`src/rtl/sync_fifo.sv`:
```
// Synchronous FIFO with registered flags, sticky error flags and a registered-read or fall-through read port.
// Single-cycle write acceptance; registered read data one edge after the read is accepted.
module sync_fifo #(
    parameter int DATA_W    = 8,
    parameter int DEPTH     = 16,
    parameter int FWFT      = 0,
    parameter int AF_THRESH = DEPTH - 2,
    parameter int AE_THRESH = 2
) (
    input  logic                     i_clk,
    input  logic                     i_reset,
    input  logic [DATA_W-1:0]        i_data,
    input  logic                     i_write,
    input  logic                     i_read,
    input  logic                     i_clear_err,
    output logic [DATA_W-1:0]        o_data,
    output logic                     o_valid,
    output logic                     o_full,
    output logic                     o_empty,
    output logic                     o_almost_full,
    output logic                     o_almost_empty,
    output logic [$clog2(DEPTH):0]   o_count,
    output logic                     o_overflow,
    output logic                     o_underflow
);

    localparam int AW = $clog2(DEPTH);
    localparam int CW = AW + 1;
    localparam logic [CW-1:0] DEPTH_C = CW'(DEPTH);
    localparam logic [CW-1:0] AF_C    = CW'(AF_THRESH);
    localparam logic [CW-1:0] AE_C    = CW'(AE_THRESH);

    logic [DATA_W-1:0] mem [DEPTH];

    logic [AW-1:0]     wr_ptr_q, wr_ptr_d, rd_ptr_q, rd_ptr_d;
    logic [CW-1:0]     count_q, count_d;
    logic              full_q, full_d, empty_q, empty_d;
    logic              af_q, af_d, ae_q, ae_d;
    logic              ovf_q, ovf_d, udf_q, udf_d;
    logic              valid_q, valid_d;
    logic [DATA_W-1:0] data_q, data_d;
    logic              wr_acc, rd_acc;

    always_comb begin
        wr_acc   = i_write && !full_q;
        rd_acc   = i_read && !empty_q;
        wr_ptr_d = wr_acc ? wr_ptr_q + AW'(1) : wr_ptr_q;
        rd_ptr_d = rd_acc ? rd_ptr_q + AW'(1) : rd_ptr_q;

        case ({wr_acc, rd_acc})
            2'b10:   count_d = count_q + CW'(1);
            2'b01:   count_d = count_q - CW'(1);
            default: count_d = count_q;
        endcase

        full_d  = (count_d == DEPTH_C);
        empty_d = (count_d == '0);
        af_d    = (count_d >= AF_C);
        ae_d    = (count_d <= AE_C);

        // Set has priority over clear so an error in the clearing cycle is not lost.
        ovf_d = (i_write && full_q) || (ovf_q && !i_clear_err);
        udf_d = (i_read && empty_q) || (udf_q && !i_clear_err);

        valid_d = 1'b0;
        data_d  = data_q;
        if (FWFT != 0) begin
            // Pre-load the word that will be at the head after this edge; it may be the one being written.
            if (count_d != '0) begin
                data_d = (wr_acc && (rd_ptr_d == wr_ptr_q)) ? i_data : mem[rd_ptr_d];
            end
        end else begin
            valid_d = rd_acc;
            if (rd_acc) begin
                data_d = mem[rd_ptr_q];
            end
        end
    end

    always_ff @(posedge i_clk) begin
        if (wr_acc) begin
            mem[wr_ptr_q] <= i_data;
        end
    end

    always_ff @(posedge i_clk or posedge i_reset) begin
        if (i_reset) begin
            wr_ptr_q <= '0;
            rd_ptr_q <= '0;
            count_q  <= '0;
            full_q   <= 1'b0;
            empty_q  <= 1'b1;
            af_q     <= 1'b0;
            ae_q     <= 1'b1;
            ovf_q    <= 1'b0;
            udf_q    <= 1'b0;
            valid_q  <= 1'b0;
            data_q   <= '0;
        end else begin
            wr_ptr_q <= wr_ptr_d;
            rd_ptr_q <= rd_ptr_d;
            count_q  <= count_d;
            full_q   <= full_d;
            empty_q  <= empty_d;
            af_q     <= af_d;
            ae_q     <= ae_d;
            ovf_q    <= ovf_d;
            udf_q    <= udf_d;
            valid_q  <= valid_d;
            data_q   <= data_d;
        end
    end

    assign o_data         = data_q;
    assign o_valid        = (FWFT != 0) ? !empty_q : valid_q;
    assign o_full         = full_q;
    assign o_empty        = empty_q;
    assign o_almost_full  = af_q;
    assign o_almost_empty = ae_q;
    assign o_count        = count_q;
    assign o_overflow     = ovf_q;
    assign o_underflow    = udf_q;

endmodule
```
`config.mk`:
```
export PLATFORM = sky130hd
export DESIGN_NAME = sync_fifo
export DESIGN_NICKNAME = d
export VERILOG_FILES = /design/src/rtl/sync_fifo.sv
export SDC_FILE = /design/constraint.sdc
export NUM_CORES = 1
export LEC_CHECK = 0
export ABC_AREA = 1
export BUFFER_PORTS_ARGS = -buffer_cell sky130_fd_sc_hd__buf_2
export CORE_ASPECT_RATIO = 0.75
export CORE_UTILIZATION = 47
export DETAILED_ROUTE_END_ITERATION = 12
export PLACE_DENSITY = 0.66
export SYNTH_ARGS = -nofsm -noshare
export SYNTH_HDL_FRONTEND = slang
export SYNTH_SLANG_ARGS = --single-unit
```
`constraint.sdc`:
```
create_clock -name i_clk -period 2.2 [get_ports i_clk]
set_input_delay 0 -clock i_clk [delete_from_list [all_inputs] [get_ports i_clk]]
set_output_delay 0 -clock i_clk [all_outputs]
set_load 0.02 [all_outputs]
```
==> run metrics <==
Top Ports=33; drt pass-1 iters=5; die area=0.0144 mm^2; area of the multi-input gates=0.00172 mm^2; Final Critical Period=2.06 ns; max incr delay on CP=0.39 ns; Netlist Area Pre-Place=0.00654 mm^2; r2r startpoint=o_full; largest net degree at the start of global routing=67; Tot Pwr=10.8 mW; clock share of power=0.277; outcome=finished, final reports clean; Overflow after GRT=0; Antenna diodes=0; share of layout cells above drive strength 1=0.162; xor-xnor portion of the synthesized cell area=0.0107; relative slew slack=0.453; Layout Utilization=0.578; maximum net fanout on the critical path=7; cts bufs inserted=17; power per cell area=1400 mW/mm^2; worst vdd ir=0.769 mV; internal power=6.76 mW; Comb pwr share=0.352; first-pass GRT wire length=23.7 mm; GRT Total Usage=0.226; sw power=4.02 mW; Reg power frac=0.371; RePlAce Congestion=0.830; part of the cycle the worst path needs=0.936; end of the worst hold path=mem[15][2]; port bufs=32; register area share after synthesis=0.695; largest area contributor in the netlist=edfxtp_1; # clock sinks=156; Via-to-Cell Ratio=5.43; post-route ant nets=0; DR WL/cell=18.3 um; Filler Cells Inserted=1062; worst-path cell chain=nor2_2, inv_2, ha_4, nand2_1, inv_1, nor2_2, ha_1, inv_1, nand2_1, nand2_1, nand3_2, nand2_2, nor2_1, nand3_1, nor2_1; hpwl dp=9.59 mm; DRC viols=0; Finished Cell Area=0.00768 mm^2; Main synth FF type=edfxtp_1; complex-gate fraction of the synthesized area=0.0444; synth unique cells=31; CTS tree=built; main area contributors after synthesis=edfxtp_1, nand2_1, dfrtp_1; net count after synthesis=601; largest family of logic cells by synthesized area=simple AND/OR/NAND/NOR gates; cells after synthesis=580; H-tree levels=4; area share of the largest cell type after synthesis=0.588; Min-Delay Path Class=in -> reg; vias in the first global route=4241; post-route setup slack=0.141 ns; cell count of the worst reg-to-reg path=15; Std-Cell Rows=36; routed vias=4477; Core ar.=0.0133 mm^2; leading cell types by count after synthesis=nand2_1, edfxtp_1, nand3_1, nor2_1, dfrtp_1; reg2reg setup slack=0.14 ns; simple-gate share of the synthesized area=0.190; hold_sp=i_data[2]; worst setup path class=reg -> reg; initial drt markers=430; worst slew pin tran=0.819 ns; RSZ-0062 raised after global routing=false; crit start category=register; flops & latches, synth=156; asr flop ratio synth=0.179; Layout area overhead=17.3%; Post-synth EDFFs=128; f_max=486 MHz; Leakage Power=3.09 nW; Placed Instance Area=0.00695 mm^2; Synth Area in Adders=0.0153; initial antenna violation count=0; worst-skew pair later-pin latency=0.42 ns; sw frac=0.373; worst path required time=2.55 ns; final wirelength=15.1 mm; Net count, final=663; final setup TNS=0 ns; clock-pin slew on the worst setup and hold paths=0.06 ns; cell with the most instances after synthesis=nand2_1; reg-to-reg critical path endpoint=o_full; endpoint class of the critical path=register; Slowest cell on crit path=dfrtp_1; most frequent CP cell=nand2_1; max-cap viol count=0; final hold violation count=0; WP data arrival=2.41 ns; post-synthesis mux area share=0; Root Buffer=clkbuf_16; initial core utilization=0.492; Slew Viols, Final=0; pre-CTS setup slack=0.0677 ns; die height=104 um; Avg Cell Area, Syn=11.3 um^2; cell depth of the worst hold path=1; Setup Skew=0.00724 ns; die width=138 um; Max clock buf depth=2; final setup vio count=0; Register Area=0.00455 mm^2; synth warn=0
placed cells by master (no fill, tap or decap), drive strengths merged:
| master | n |
|---|---|
| bufinv | 4 |
| dfstp | 2 |
| xor2 | 7 |
| dlygate4sd3 | 9 |
| edfxtp | 128 |
| clkbuf | 17 |
| nor3 | 1 |
| nor2 | 49 |
| nand3 | 70 |
| a21boi | 4 |
| dfrtp | 26 |
| ha | 8 |
| buf | 59 |
| nand3b | 1 |
| clkinvlp | 2 |
| clkinv | 9 |
| o22ai | 6 |
| xnor2 | 1 |
| o21ai | 23 |
| inv | 28 |
| o21a | 1 |
| a21oi | 20 |
| nand4 | 1 |
| nand2 | 178 |
routing by layer:
| metal | GRT usage | share of wire | up-vias |
|---|---|---|---|
| li1 | - | - | 2109 |
| met1 | 0.323 | 0.46 | 2208 |
| met2 | 0.343 | 0.46 | 148 |
| met3 | 0.0589 | 0.071 | 12 |
| met4 | 0.0586 | 0.0081 | 0 |
| met5 | 0 | 0 | - |
state kept, by name, indices dropped and copies added, names as in the netlist:
signal / count
mem: 128
o_data: 8
o_count: 5
rd_ptr_q: 4
wr_ptr_q: 4
o_almost_empty: 1
o_almost_full: 1
o_empty: 1
o_full: 1
o_overflow: 1
o_underflow: 1
o_valid: 1
power by group through the flow:
stage	combinational (mW)	clock (mW)	sequential (mW)
after global placement	3.59	0	4.03
after floorplan	2.48	0	4.15
final	3.80	2.99	4.00
after global routing	4.22	3.14	4.04
after detailed placement	3.70	0	4.05
after CTS	3.74	3.02	3.99
worst max-delay path, delay by kind of cell, from the launching register on:
| kind | cells | cell delay, ns |
|---|---|---|
| flops | 1 | 0.39 |
| fa+ha+maj | 2 | 0.35 |
| simple gates | 10 | 1.05 |
| buf+inv | 3 | 0.18 |
how the worst max path moves through the flow:
stage	from	endpoint	slack [ns]
floorplan	o_empty	o_full	0.01
global placement	o_full	o_full	0.16
detailed placement	o_full	o_full	0.07
CTS	o_full	o_full	0.04
global route	o_full	o_full	0.01
finish	o_full	o_full	0.14
what timing repair did:
| item | 4_1_cts | 5_1_grt |
|---|---|---|
| setup buffers | 0 | 2 |
| resized for setup | 0 | 4 |
| setup endpoints to repair | 0 | 5 |
| hold endpoints to repair | 95 | 0 |
| hold buffers | 9 | 0 |
through the flow:
step / hold slack, ns / cells
2_1_floorplan: 0.0639 / 580
6_report: 0.0194 / 825
4_1_cts: 0.00752 / 823
5_1_grt: 0.00380 / 825
3_3_place_gp: 0.193 / 783
3_5_place_dp: 0.208 / 783
area by class of cell:
cell class,count,area share
tap,171,0.0279
timing repair buffer,68,0.0623
sequential,156,0.593
multi-input combinational,370,0.224
clock inverter,14,0.0231
clock buffer,17,0.0554
inverter,29,0.0145
kinds of logic after synthesis:
family	count (synthesis)
DFF	156
AOI/OAI and AO/OA	54
buffers and inverters	54
xor gates and xnor gates	8
and+or+nand+nor	300
adders and majority gates	8
No activity file was read; power rests on OpenSTA's default activity.
